`config.mk`:
```
export PLATFORM = sky130hd
export DESIGN_NAME = uart_mem_dump_flat
export DESIGN_NICKNAME = d
export VERILOG_FILES = /design/src/rtl/uart_mem_dump_pkg.sv /design/src/rtl/uart_mem_dump_if.sv /design/src/rtl/uart_mem_dump_tx_serializer.sv /design/src/rtl/uart_mem_dump.sv /design/src/flat_wrapper.sv
export SDC_FILE = /design/constraint.sdc
export NUM_CORES = 1
export LEC_CHECK = 0
export BUFFER_PORTS_ARGS = -buffer_cell sky130_fd_sc_hd__buf_2
export CORE_MARGIN = 3
export CORE_UTILIZATION = 59
export CTS_CLUSTER_SIZE = 16
export DETAILED_ROUTE_END_ITERATION = 10
export GPL_TIMING_DRIVEN = 0
export MAX_ROUTING_LAYER = met4
export PLACE_DENSITY = 0.82
export SLEW_MARGIN = 20
export SYNTH_ARGS = -nofsm -noshare
export SYNTH_HDL_FRONTEND = slang
export SYNTH_HIERARCHICAL = 1
export SYNTH_SLANG_ARGS = --single-unit
```
`constraint.sdc`:
```
create_clock -name clk -period 7.13 [get_ports clk]
set_input_delay 0.713 -clock clk [delete_from_list [all_inputs] [get_ports clk]]
set_output_delay 0.713 -clock clk [all_outputs]
set_load 0.02 [all_outputs]
```
`src/rtl/uart_mem_dump_pkg.sv`:
```
// Shared definitions for the UART memory dump path and its receive-side sibling:
// FSM encoding, 8N1 frame constants and the default 115200-baud divisor at 50 MHz.
package uart_mem_dump_pkg;

  typedef enum logic [2:0] {
    ST_IDLE,
    ST_READ,
    ST_WAIT,
    ST_LOAD,
    ST_SEND,
    ST_WAIT_TX,
    ST_FINISH
  } dump_state_t;

  typedef struct packed {
    dump_state_t state;
    logic [1:0]  byte_idx;
    logic        tx_busy;
  } dump_dbg_t;

  localparam logic START_BIT            = 1'b0;
  localparam logic STOP_BIT             = 1'b1;
  localparam int   DATA_BITS            = 8;
  localparam int   FRAME_BITS           = 10;
  localparam int   DEFAULT_CLKS_PER_BIT = 434;

  // Frame is shifted out from bit 0: start bit, data LSB first, stop bit.
  function automatic logic [FRAME_BITS-1:0] frame_of(input logic [DATA_BITS-1:0] b);
    return {STOP_BIT, b, START_BIT};
  endfunction

endpackage

```
`src/rtl/uart_mem_dump_if.sv`:
```
// Host/RAM/UART-side signal bundle of the memory dump block.
// start is a one-cycle request taken only while busy=0; rd_en strobes one read per word and
// rd_data answers two cycles later; done pulses once per accepted request, as busy drops.
interface uart_mem_dump_if #(
  parameter int ADDR_W = 9
);
  logic              start;
  logic [ADDR_W-1:0] base_addr;
  logic [ADDR_W:0]   word_count;
  logic [ADDR_W-1:0] rd_addr;
  logic              rd_en;
  logic [31:0]       rd_data;
  logic              UART_TXD;
  logic              busy;
  logic              done;

  modport master (
    output start, base_addr, word_count, rd_data,
    input  rd_addr, rd_en, UART_TXD, busy, done
  );

  modport slave (
    input  start, base_addr, word_count, rd_data,
    output rd_addr, rd_en, UART_TXD, busy, done
  );
endinterface

```
`src/rtl/uart_mem_dump_tx_serializer.sv`:
```
// 8N1 byte serializer: bit-period counter plus a 10-bit frame shift register.
// tx_done marks the last clock of the stop bit; tx_start while busy is ignored.
module uart_mem_dump_tx_serializer
  import uart_mem_dump_pkg::*;
#(
  parameter int CLKS_PER_BIT = DEFAULT_CLKS_PER_BIT
) (
  input  logic       clk,
  input  logic       rst,
  input  logic       tx_start,
  input  logic [7:0] tx_byte,
  output logic       UART_TXD,
  output logic       tx_busy,
  output logic       tx_done
);

  localparam int CNT_W = (CLKS_PER_BIT > 1) ? $clog2(CLKS_PER_BIT) : 1;
  localparam logic [CNT_W-1:0] CNT_LAST = CNT_W'(CLKS_PER_BIT - 1);
  localparam logic [3:0]       BIT_LAST = 4'(FRAME_BITS - 1);

  logic [CNT_W-1:0]      r_cnt;
  logic [3:0]            r_bit;
  logic [FRAME_BITS-1:0] r_shift;
  logic                  r_busy;

  always_ff @(posedge clk) begin
    if (rst) begin
      r_shift <= '1;
      r_busy  <= 1'b0;
      r_cnt   <= '0;
      r_bit   <= '0;
    end else if (!r_busy) begin
      if (tx_start) begin
        r_shift <= frame_of(tx_byte);
        r_busy  <= 1'b1;
        r_cnt   <= '0;
        r_bit   <= '0;
      end
    end else if (r_cnt == CNT_LAST) begin
      // Refill with idle-high so the line rests at 1 once the stop bit ends.
      r_cnt   <= '0;
      r_shift <= {STOP_BIT, r_shift[FRAME_BITS-1:1]};
      if (r_bit == BIT_LAST) r_busy <= 1'b0;
      else                   r_bit  <= r_bit + 4'd1;
    end else begin
      r_cnt <= r_cnt + 1'b1;
    end
  end

  assign UART_TXD = r_shift[0];
  assign tx_busy  = r_busy;
  assign tx_done  = r_busy && (r_bit == BIT_LAST) && (r_cnt == CNT_LAST);

endmodule

```
`src/rtl/uart_mem_dump.sv`:
```
// Reads word_count words from base_addr and streams them out over UART, LSB byte first.
// Outputs are registered; each one is set on the transition into the state that owns it.
module uart_mem_dump
  import uart_mem_dump_pkg::*;
#(
  parameter int CLKS_PER_BIT = DEFAULT_CLKS_PER_BIT,
  parameter int ADDR_W       = 9
) (
  input  logic             clk,
  input  logic             rst,
  uart_mem_dump_if.slave   bus,
  output dump_dbg_t        o_dbg
);

  dump_state_t       r_state;
  logic [ADDR_W-1:0] r_addr;
  logic [ADDR_W-1:0] r_rd_addr;
  logic [ADDR_W:0]   r_remaining;
  logic [31:0]       r_word;
  logic [1:0]        r_byte_idx;
  logic [7:0]        r_tx_byte;
  logic              r_rd_en;
  logic              r_tx_start;
  logic              r_busy;
  logic              r_done;

  logic              w_tx_done;
  logic              w_tx_busy;
  logic              w_txd;
  logic [1:0]        w_next_idx;
  logic [ADDR_W:0]   w_rem_dec;
  logic [ADDR_W-1:0] w_addr_inc;

  assign w_next_idx = r_byte_idx + 2'd1;
  assign w_rem_dec  = r_remaining - 1'b1;
  assign w_addr_inc = r_addr + 1'b1;

  always_ff @(posedge clk) begin
    if (rst) begin
      r_state     <= ST_IDLE;
      r_addr      <= '0;
      r_rd_addr   <= '0;
      r_remaining <= '0;
      r_word      <= '0;
      r_byte_idx  <= '0;
      r_tx_byte   <= '0;
      r_rd_en     <= 1'b0;
      r_tx_start  <= 1'b0;
      r_busy      <= 1'b0;
      r_done      <= 1'b0;
    end else begin
      r_rd_en    <= 1'b0;
      r_tx_start <= 1'b0;
      r_done     <= 1'b0;
      case (r_state)
        ST_IDLE: begin
          if (bus.start) begin
            r_addr      <= bus.base_addr;
            r_remaining <= bus.word_count;
            r_busy      <= 1'b1;
            if (bus.word_count == '0) begin
              r_state <= ST_FINISH;
            end else begin
              r_state   <= ST_READ;
              r_rd_en   <= 1'b1;
              r_rd_addr <= bus.base_addr;
            end
          end
        end
        ST_READ: r_state <= ST_WAIT;
        ST_WAIT: r_state <= ST_LOAD;
        ST_LOAD: begin
          r_word     <= bus.rd_data;
          r_byte_idx <= '0;
          r_tx_byte  <= bus.rd_data[7:0];
          r_tx_start <= 1'b1;
          r_state    <= ST_SEND;
        end
        ST_SEND: r_state <= ST_WAIT_TX;
        ST_WAIT_TX: begin
          if (w_tx_done) begin
            if (r_byte_idx != 2'd3) begin
              r_byte_idx <= w_next_idx;
              r_tx_byte  <= r_word[{w_next_idx, 3'b000} +: 8];
              r_tx_start <= 1'b1;
              r_state    <= ST_SEND;
            end else begin
              // Address wraps naturally at 2^ADDR_W.
              r_remaining <= w_rem_dec;
              r_addr      <= w_addr_inc;
              if (w_rem_dec != '0) begin
                r_state   <= ST_READ;
                r_rd_en   <= 1'b1;
                r_rd_addr <= w_addr_inc;
              end else begin
                r_state <= ST_FINISH;
              end
            end
          end
        end
        ST_FINISH: begin
          r_done  <= 1'b1;
          r_busy  <= 1'b0;
          r_state <= ST_IDLE;
        end
        default: r_state <= ST_IDLE;
      endcase
    end
  end

  uart_mem_dump_tx_serializer #(
    .CLKS_PER_BIT(CLKS_PER_BIT)
  ) u_tx_serializer (
    .clk      (clk),
    .rst      (rst),
    .tx_start (r_tx_start),
    .tx_byte  (r_tx_byte),
    .UART_TXD (w_txd),
    .tx_busy  (w_tx_busy),
    .tx_done  (w_tx_done)
  );

  assign bus.rd_addr  = r_rd_addr;
  assign bus.rd_en    = r_rd_en;
  assign bus.UART_TXD = w_txd;
  assign bus.busy     = r_busy;
  assign bus.done     = r_done;

  assign o_dbg.state    = r_state;
  assign o_dbg.byte_idx = r_byte_idx;
  assign o_dbg.tx_busy  = w_tx_busy;

endmodule
```
`src/flat_wrapper.sv`:
```
// flat-port wrapper written by rule: the top's interface ports become plain ports
module uart_mem_dump_flat import uart_mem_dump_pkg::*;
#(
  parameter int CLKS_PER_BIT = DEFAULT_CLKS_PER_BIT,
  parameter int ADDR_W       = 9
)
  (clk, rst, o_dbg, bus_start, bus_base_addr, bus_word_count, bus_rd_data, bus_rd_addr, bus_rd_en, bus_UART_TXD, bus_busy, bus_done);
  uart_mem_dump_if #(.ADDR_W(ADDR_W)) bus_i ();
  input  logic clk;
  input  logic rst;
  output dump_dbg_t o_dbg;
  input wire logic [$bits(bus_i.start)-1:0] bus_start;
  input wire logic [$bits(bus_i.base_addr)-1:0] bus_base_addr;
  input wire logic [$bits(bus_i.word_count)-1:0] bus_word_count;
  input wire logic [$bits(bus_i.rd_data)-1:0] bus_rd_data;
  output wire logic [$bits(bus_i.rd_addr)-1:0] bus_rd_addr;
  output wire logic [$bits(bus_i.rd_en)-1:0] bus_rd_en;
  output wire logic [$bits(bus_i.UART_TXD)-1:0] bus_UART_TXD;
  output wire logic [$bits(bus_i.busy)-1:0] bus_busy;
  output wire logic [$bits(bus_i.done)-1:0] bus_done;
  assign bus_i.start = bus_start;
  assign bus_i.base_addr = bus_base_addr;
  assign bus_i.word_count = bus_word_count;
  assign bus_i.rd_data = bus_rd_data;
  assign bus_rd_addr = bus_i.rd_addr;
  assign bus_rd_en = bus_i.rd_en;
  assign bus_UART_TXD = bus_i.UART_TXD;
  assign bus_busy = bus_i.busy;
  assign bus_done = bus_i.done;
  uart_mem_dump #(.CLKS_PER_BIT(CLKS_PER_BIT), .ADDR_W(ADDR_W)) u_core (.clk(clk), .rst(rst), .bus(bus_i), .o_dbg(o_dbg));
endmodule
```
==> results_dict.tcl, run 1 <==
set metrics [dict create \
    status "finished clean" \
    num-nets-final 761 \
    synth_edf_count 0 \
    synth_ff_type "dfxtp_1" \
    gp_congestion 0.922 \
    dr_wl_met3_um 846 \
    cts-root-buf "clkbuf_8" \
    first_pass_iters 5 \
    htree_levels 3 \
    synth-seq-cells 100 \
    hold_violations 0 \
    reg2reg_to "u_core/r_remaining[2]$_SDFFE_PP0P_" \
    highest_layer "met4" \
    detailed_place_hpwl_um 9360 \
    tns_ns 0 \
    start_util 0.622 \
    hp-class "flip-flop to flip-flop" \
    cp_cell_sequence "ha_1 > and4b_1 > buf_2 > nand2_1 > nor2_1 > nand4_1 > a21oi_1 > clkbuf_1 > o21ai_0 > a21oi_1 > nor2_1" \
    p_per_area_mw_per_mm2 197 \
    max_freq_mhz 333 \
    async_flop_share 0 \
    worstHoldEndpoint "u_core/r_word[20]$_SDFFE_PP0N_" \
    maxCapViolCount 0 \
    die_h_um 97.2 \
    finish.utilization 0.709 \
    final_layout_size_suffix_gt1_frac 0.172 \
    antenna_found_initial 0 \
    fin_crit_sh 0.422 \
    cts_tree "done" \
    route.vias.total 4793 \
    finalSetupViolations 0 \
    clk_pin_slew_ns 0.11 \
    reg2regPathDepth 11 \
    synth_fp_nets 678 \
    grt_max_degree 20 \
    io-pin-count 73 \
    grt_first_pass_wirelength_um 20600 \
    wl_per_cell_um 15.6 \
    reg2reg_slack_ns 4.12 \
    post_cts_buffers 0 \
    wl_met2_um 5950 \
    finalMaxSlewViolations 0 \
    n_antenna_cell 0 \
    finalWirelength_um 12600 \
    startpoint_type "flip-flop" \
    netlist_instances 616 \
    max_stage_delay_ns 0.47 \
    design.core.area_mm2 0.00789 \
    avgSynthCellArea_um2 7.97 \
    yosysSeqAreaShare 0.408 \
    die-area_mm2 0.00945 \
    fin_crit_ns 3.01 \
    remaining_drc_errors 0 \
    ys_types 68 \
    overflow 0 \
    syn_to_final_growth_pct 13.9 \
    grt_pass1_vias 4450 \
    tightest_slew_ns 0.677 \
    ctsHoldBuffers 0 \
    whs_path_depth 2 \
    port_buffers 72 \
    die_x_um 97.2 \
    postRouteAntennaNets 0 \
    rr_startpoint "u_core/u_tx_serializer/r_cnt[0]$_SDFFE_PP0P_" \
    grt_use_total 0.269 \
    ir_worst_vdd_uv 152 \
    row_count 32 \
    slowest_stage "clkbuf_1" \
    critPathArrivalTime_ns 3.25 \
    slew_headroom 0.549 \
    syn_area_mm2 0.00491 \
    cts_buffer_depth 2 \
    drt-met1-wl_um 5550 \
    yosys_warnings 6 \
    finClkSkew_ns 0.0114 \
    cts_buffers 9 \
    cts.sink_count 100 \
    clock_latency_ns 0.37 \
    endpoint_kind "flip-flop" \
    hp-start "u_core/r_word[20]$_SDFFE_PP0N_" \
    p_leak_uw 0.00206 \
    rsz0062_at_grt "false" \
    drt_iter0_markers 421 \
    crit_type "flip-flop to flip-flop" \
    cp.required_ns 7.37 \
    ctsResizeCount 0 \
    cp_max_fo 10 \
    viasPerCell 5.95 \
]
## worst max-delay path: cells and delay by family, from the launching register on
family                   cells  cell delay, ns
AND/OR/NAND/NOR              5            0.90
flip-flops                   1            0.42
adder cells (fa/ha/maj)      1            0.17
AO/OA/AOI/OAI                3            0.74
buffers and inverters        2            0.65
## final cells by class
type | count | area [um^2]
multi-input cells | 462 | 2690
fillers | 645 | 2300
flip-flops and latches | 100 | 2000
repair buffers | 72 | 360
plain buffers | 43 | 181
well taps | 102 | 128
clock buffers | 9 | 124
clock inverters | 7 | 70.1
inverters | 11 | 41.3
## sequential cells by signal, summed over array words and instances (netlist names), 2 cells and up
register and flops:
u_core/u_tx_serializer/r_shift 9, u_core/bus.rd_addr 9, u_core/r_byte_idx 2, u_core/r_remaining 10, u_core/r_tx_byte 8, u_core/r_word 32
u_core/r_addr 9, u_core/r_state 3, u_core/u_tx_serializer/r_bit 4, u_core/u_tx_serializer/r_cnt 9
## routing by layer
metal  global-route usage  vias up
li1                     -     2341
met1                0.348     2232
met2                0.434      196
met3               0.0424       24
met4               0.0895        0
met5                    -        -
## synthesized netlist by cell type (5+ instances only)
cell type	count	area (um^2)
a21oi_1	73	365
nand2_1	134	503
xnor2_1	7	61.3
a221o_1	8	80.1
inv_1	11	41.3
nor2_1	63	236
mux4_2	8	180
a211oi_1	5	37.5
dfxtp_1	100	2000
o211ai_1	8	60.1
nor3_1	11	55.1
clkbuf_1	32	120
a31oi_1	5	31.3
nand3_1	15	75.1
a311oi_1	9	78.8
o21ai_0	26	130
ha_1	8	100
## kinds of logic (layout without fill, tap and decap cells)
logic type,count (synthesis),after routing,share of synthesized area
AO/OA/AOI/OAI,170,170,0.222
adder cells (fa/ha/maj),8,8,0.0204
flip-flops,100,100,0.408
XOR/XNOR,10,10,0.0194
multiplexers,12,12,0.0449
AND/OR/NAND/NOR,262,262,0.240
buffers and inverters,54,142,0.0454
## power breakdown
part           total (uW)  internal (uW)  switching [uW]
Combinational         156           61.1            94.8
Clock                 349            135             214
Sequential            597            578            19.1
## metrics by stage
step | cells | total power, uW | hold WS, ns | cell area (um^2) | setup slack (ns)
after floorplan | 616 | 710 | 0.433 | 4910 | 4.79
after global placement | 790 | 759 | 0.441 | 5400 | 4.23
after detailed placement | 790 | 763 | 0.443 | 5400 | 4.20
after CTS | 806 | 1110 | 0.464 | 5590 | 4.19
after global routing | 806 | 1150 | 0.483 | 5590 | 3.85
final | 806 | 1100 | 0.461 | 5590 | 4.12
## worst max path at each step
stage,from,slack (ns),cells past startpoint,end
finish,u_core/u_tx_serializer/r_cnt[0]$_SDFFE_PP0P_,4.12,11,u_core/r_remaining[2]$_SDFFE_PP0P_
CTS,u_core/u_tx_serializer/r_cnt[0]$_SDFFE_PP0P_,4.19,11,u_core/r_remaining[2]$_SDFFE_PP0P_
global route,u_core/u_tx_serializer/r_cnt[0]$_SDFFE_PP0P_,3.85,11,u_core/r_remaining[3]$_SDFFE_PP0P_
floorplan,u_core/u_tx_serializer/r_cnt[0]$_SDFFE_PP0P_,4.79,11,u_core/r_remaining[2]$_SDFFE_PP0P_
global placement,u_core/u_tx_serializer/r_cnt[0]$_SDFFE_PP0P_,4.23,11,u_core/r_remaining[2]$_SDFFE_PP0P_
detailed placement,u_core/u_tx_serializer/r_cnt[0]$_SDFFE_PP0P_,4.20,11,u_core/r_remaining[2]$_SDFFE_PP0P_
## layout by cell type, fill, tap and decap left out, types with 11 or more instances in the layout
cell type    n
nand2_1    134
clkbuf_1    32
nor3_1      11
dfxtp_1    100
o21ai_0     26
nor2_1      63
nand3_1     15
inv_1       11
a21oi_1     73
buf_2       76
Note: power is estimated with default switching activity, not from simulation.
==> inputs of run 2 (changes only) <==
--- a/config.mk
+++ b/config.mk
@@ -7,12 +7,12 @@
 export LEC_CHECK = 0
 export BUFFER_PORTS_ARGS = -buffer_cell sky130_fd_sc_hd__buf_2
 export CORE_MARGIN = 3
-export CORE_UTILIZATION = 59
+export CORE_UTILIZATION = 57
 export CTS_CLUSTER_SIZE = 16
 export DETAILED_ROUTE_END_ITERATION = 10
 export GPL_TIMING_DRIVEN = 0
 export MAX_ROUTING_LAYER = met4
-export PLACE_DENSITY = 0.82
+export PLACE_DENSITY = 0.8
 export SLEW_MARGIN = 20
 export SYNTH_ARGS = -nofsm -noshare
 export SYNTH_HDL_FRONTEND = slang
==> constraint.sdc (replaced) <==
create_clock -name clk -period 3.11 [get_ports clk]
set_input_delay 0.311 -clock clk [delete_from_list [all_inputs] [get_ports clk]]
set_output_delay 0.311 -clock clk [all_outputs]
set_load 0.02 [all_outputs]
==> results_dict.tcl, run 2 (same netlist as run 1, synthesis figures left out) <==
set metrics [dict create \
    status "finished clean" \
    fin_ws_ns 0.288 \
    reg2regPathDepth 11 \
    tns_ns 0 \
    reg2reg_slack_ns 0.29 \
    remaining_drc_errors 0 \
    clk_pin_slew_ns 0.10 \
    ir_worst_vdd_uv 286 \
    cp.required_ns 3.34 \
    antenna_found_initial 0 \
    n_fill_cell 721 \
    crit_start "u_core/u_tx_serializer/r_cnt[0]$_SDFFE_PP0P_" \
    post_cts_buffers 0 \
    dr_wl_met3_um 965 \
    wl_met2_um 5860 \
    finalMaxSlewViolations 0 \
    hold_slack_ns 0.169 \
    final_layout_size_suffix_gt1_frac 0.175 \
    cp_max_fo 9 \
    tightest_slew_ns 0.686 \
    grt_first_pass_wirelength_um 20800 \
    total_power_uw 2610 \
    hold_violations 0 \
    top_register "u_core/r_word" \
    die_h_um 98.8 \
    crit_type "flip-flop to flip-flop" \
    dp_slack_ns 0.145 \
    max_stage_delay_ns 0.41 \
    critPathArrivalTime_ns 3.06 \
    finClkSkew_ns 0.0111 \
    design.core.area_mm2 0.00830 \
    reg2reg_to "u_core/bus.rd_addr[0]$_SDFFE_PP0P_" \
    port_buffers 72 \
    endpoint_kind "flip-flop" \
    grt_pass1_vias 4356 \
    hp-start "bus_rd_data[23]" \
    drt-met1-wl_um 5540 \
    finalSetupViolations 0 \
    die-area_mm2 0.00976 \
    finalWirelength_um 12600 \
    slew_headroom 0.543 \
    hp-class "input pin to flip-flop" \
    startpoint_type "flip-flop" \
    route.vias.total 4798 \
    final_common_cell "nand2_1" \
    drt_iter0_markers 514 \
    worstHoldEndpoint "u_core/r_word[23]$_SDFFE_PP0N_" \
    top_regs "u_core/r_word: 32 flops, u_core/r_remaining: 10 flops" \
    postRouteAntennaNets 0 \
    wl_per_cell_um 15.6 \
    rr_startpoint "u_core/u_tx_serializer/r_cnt[0]$_SDFFE_PP0P_" \
    num-nets-final 761 \
    start_util 0.592 \
    detailed_place_hpwl_um 9320 \
    die_x_um 98.8 \
    p_per_area_mw_per_mm2 464 \
    first_pass_iters 6 \
    clock_latency_ns 0.37 \
    cts_buffer_depth 2 \
    cts.sink_count 100 \
    slowest_stage "dfxtp_1" \
    cts_buffers 9 \
    whs_path_depth 3 \
    largest_reg_flops 32 \
    overflow 0 \
    grt_max_degree 20 \
    crit_buf_inv 1 \
    n_antenna_cell 0 \
    maxCapViolCount 0 \
    fin_crit_ns 2.82 \
    cts-root-buf "clkbuf_8" \
    gp_congestion 0.945 \
    io-pin-count 73 \
    max_freq_mhz 354 \
    htree_levels 3 \
    path_delay_family "compound AO/OA/AOI/OAI gates" \
    viasPerCell 5.93 \
    cp_cell_sequence "ha_1 > and4b_1 > buf_2 > nand2_1 > nor2_2 > nand4_1 > a21oi_1 > o21a_1 > o31ai_2 > nand2_1 > a21oi_1" \
    grt_use_total 0.270 \
    syn_to_final_growth_pct 14.5 \
    highest_layer "met4" \
    final_cell_mix "nand2_1, dfxtp_1, buf_2, a21oi_1, nor2_1" \
    p_leak_uw 0.00207 \
    cts_tree "done" \
    rsz0062_at_grt "false" \
    fin_crit_sh 0.907 \
    row_count 33 \
]
run 2: cell count changes in the layout (fill, tap and decap cells not counted):
cell	delta
clkbuf_2	+1
clkinv_4	-3
bufinv_16	+1
inv_6	+2
clkbuf_1	-1
nor2_2	+1
nor2_1	-1
run 2: report_power, final:
group / switching, uW / total (uW) / internal, uW
clock network: 485 / 878 / 393
registers: 44.1 / 1370 / 1330
logic: 219 / 360 / 141
run 2: tightest hold or removal path: stages:
cell and delay [ns]:
buf_2 0.09, nand2_1 0.04, a21oi_1 0.05
run 2: worst max-delay path by stage:
| stage | cells past startpoint | slack [ns] | end |
|---|---|---|---|
| final | 11 | 0.29 | u_core/bus.rd_addr[0]$_SDFFE_PP0P_ |
| after global routing | 11 | 0.05 | u_core/bus.rd_addr[5]$_SDFFE_PP0P_ |
| after CTS | 11 | 0.10 | u_core/r_remaining[3]$_SDFFE_PP0P_ |
| after detailed placement | 11 | 0.15 | u_core/r_remaining[3]$_SDFFE_PP0P_ |
| after global placement | 11 | 0.21 | u_core/r_remaining[3]$_SDFFE_PP0P_ |
| after floorplan | 11 | 0.77 | u_core/r_remaining[2]$_SDFFE_PP0P_ |
run 2: metal layers:
metal / vias up / track usage
met5: - / -
met4: 0 / 0.0903
met2: 218 / 0.413
met1: 2208 / 0.358
li1: 2346 / -
met3: 26 / 0.0573
run 2: final cells by class:
class,count,area (um^2),area share
multi-input combinational,462,2690,0.478
sequential,100,2000,0.356
timing repair buffer,72,360,0.0641
buffer,43,183,0.0325
tap,105,131,0.0234
clock buffer,9,124,0.0220
clock inverter,7,91.3,0.0163
inverter,11,41.3,0.00735
run 2: repair_timing:
action / 4_1_cts / 5_1_grt
gates resized for setup: 0 / 3
hold buffers: 0 / 0
endpoints found under the setup margin: 0 / 19
run 2: metrics by stage:
stage | cell area, um^2 | util | instances
final | 5620 | 0.677 | 809
after global routing | 5620 | 0.677 | 809
after CTS | 5620 | 0.677 | 809
after detailed placement | 5400 | 0.651 | 793
after global placement | 5400 | 0.651 | 793
after floorplan | 4910 | - | 616
==> inputs of run 3 (changes only) <==
--- a/config.mk
+++ b/config.mk
@@ -10,11 +10,12 @@
 export CORE_UTILIZATION = 57
 export CTS_CLUSTER_SIZE = 16
 export DETAILED_ROUTE_END_ITERATION = 10
+export GPL_ROUTABILITY_DRIVEN = 0
 export GPL_TIMING_DRIVEN = 0
-export MAX_ROUTING_LAYER = met4
 export PLACE_DENSITY = 0.8
 export SLEW_MARGIN = 20
 export SYNTH_ARGS = -nofsm -noshare
 export SYNTH_HDL_FRONTEND = slang
 export SYNTH_HIERARCHICAL = 1
 export SYNTH_SLANG_ARGS = --single-unit
+export TNS_END_PERCENT = 10
==> results_dict.tcl, run 3 (same netlist as run 1, synthesis figures left out) <==
set metrics [dict create \
    status "finished clean" \
    hp-class "input pin to flip-flop" \
    route.vias.total 4840 \
    drt_iter0_markers 392 \
    cts_tree "done" \
    crit_start "u_core/r_remaining[0]$_SDFFE_PP0P_" \
    max_freq_mhz 361 \
    hold_violations 0 \
    rr_startpoint "u_core/r_remaining[0]$_SDFFE_PP0P_" \
    postRouteAntennaNets 0 \
    finClkSkew_ns 0.0133 \
    regArea_mm2 0.00200 \
    slew_headroom 0.514 \
    reg2regPathDepth 9 \
    grt_pass1_vias 4502 \
    rsz0062_at_grt "false" \
    cp.required_ns 3.41 \
    tns_ns 0 \
    endpoint_kind "flip-flop" \
    tightest_slew_ns 0.729 \
    htree_levels 3 \
    antenna_found_initial 0 \
    finalSetupViolations 0 \
    clk_pin_slew_ns 0.11 \
    grt_max_degree 20 \
    reg2reg_slack_ns 0.34 \
    finalWirelength_um 12900 \
    wl_per_cell_um 15.9 \
    startpoint_type "flip-flop" \
    clock_latency_ns 0.37 \
    p_leak_uw 0.00206 \
    io-pin-count 73 \
    detailed_place_hpwl_um 9600 \
    die_h_um 98.8 \
    die-area_mm2 0.00976 \
    multi_input_area_mm2 0.00269 \
    top_regs "u_core/r_word: 32 flops, u_core/r_remaining: 10 flops" \
    final_cells 809 \
    syn_to_final_growth_pct 14.1 \
    crit_type "flip-flop to flip-flop" \
    cts_buffers 9 \
    critPathArrivalTime_ns 3.07 \
    cts_buffer_depth 2 \
    port_buffers 72 \
    dp_cells 793 \
    ir_worst_vdd_uv 305 \
    endpoint "u_core/bus.rd_addr[8]$_SDFFE_PP0P_" \
    finalMaxSlewViolations 0 \
    maxCapViolCount 0 \
    n_antenna_cell 0 \
    post_cts_buffers 0 \
    cp_max_fo 9 \
    overflow 0 \
    grt_first_pass_wirelength_um 21100 \
    start_util 0.592 \
    fin_crit_ns 2.77 \
    remaining_drc_errors 0 \
    grt_use_total 0.265 \
    reg2reg_to "u_core/bus.rd_addr[8]$_SDFFE_PP0P_" \
    die_x_um 98.8 \
    num-nets-final 761 \
    final_common_cell "nand2_1" \
    viasPerCell 5.98 \
    design.core.area_mm2 0.00830 \
    final_cell_mix "nand2_1, dfxtp_1, buf_2, a21oi_1, nor2_1" \
    first_pass_iters 5 \
    final_layout_size_suffix_gt1_frac 0.178 \
    largest_reg_flops 32 \
    cts-root-buf "clkbuf_8" \
    top_register "u_core/r_word" \
    p_per_area_mw_per_mm2 452 \
    fin_crit_sh 0.891 \
    row_count 33 \
    n_fill_cell 753 \
    cts.sink_count 100 \
]
[run 3: cell count changes in the layout (fill, tap and decap cells not counted), sizes merged]
cell and delta:
bufinv -1, clkinv +1, clkinvlp +1, inv -1
[run 3: final cells by class]
type                            instances  area share
Multi-Input combinational cell        462       0.481
Sequential cell                       100       0.357
Timing Repair Buffer                   72      0.0643
Buffer                                 43      0.0328
Tap cell                              105      0.0235
Clock buffer                            9      0.0221
Clock inverter                          7      0.0118
Inverter                               11     0.00737
[run 3: critical path, cell delays in order (launching register included)]
cell	delay, ns
dfxtp_1	0.39
inv_1	0.16
ha_1	0.31
or3b_1	0.37
clkbuf_1	0.18
xor2_1	0.24
nand4_1	0.18
o31ai_2	0.56
nand2_1	0.12
a21oi_1	0.17
[run 3: routing by layer]
metal  share of wire  GRT usage
met1            0.43      0.347
met2            0.47      0.429
met3           0.070     0.0552
met4           0.025      0.104
met5               0          0
[run 3: timing repair]
action	in CTS	in global routing
endpoints found under the setup margin	0	26
resized for setup	0	6
hold buffers	0	0
[run 3: through the flow]
| stage | utilization | total power (uW) | worst slack [ns] | hold slack (ns) | area [um^2] |
|---|---|---|---|---|---|
| finish | 0.675 | 2530 | 0.338 | 0.160 | 5600 |
| global route | 0.675 | 2630 | 0.0704 | 0.146 | 5600 |
| CTS | 0.674 | 2540 | 0.0835 | 0.139 | 5590 |
| detailed placement | 0.651 | 1750 | 0.125 | 0.446 | 5400 |
| global placement | 0.651 | 1740 | 0.217 | 0.440 | 5400 |
| floorplan | - | 1630 | 0.767 | 0.387 | 4910 |
[run 3: how the worst min path moves through the flow]
| stage | depth (start not counted) | end | start | slack (ns) |
|---|---|---|---|---|
| after global routing | 3 | u_core/r_word[27]$_SDFFE_PP0N_ | bus_rd_data[27] | 0.15 |
| after CTS | 3 | u_core/r_word[27]$_SDFFE_PP0N_ | bus_rd_data[27] | 0.14 |
| after floorplan | 1 | u_core/bus.rd_en$_SDFF_PP0_ | rst | 0.39 |
| after detailed placement | 2 | u_core/bus.rd_addr[6]$_SDFFE_PP0P_ | u_core/bus.rd_addr[6]$_SDFFE_PP0P_ | 0.45 |
| after global placement | 2 | u_core/r_word[21]$_SDFFE_PP0N_ | u_core/r_word[21]$_SDFFE_PP0N_ | 0.44 |
| final | 3 | u_core/r_word[27]$_SDFFE_PP0N_ | bus_rd_data[27] | 0.16 |
[run 3: power breakdown]
part	internal (uW)	switching, uW	leakage, uW
Sequential	1330	43.9	0.000812
Clock	310	489	0.0000914
Combinational	141	220	0.00116
Total	1780	753	0.00206
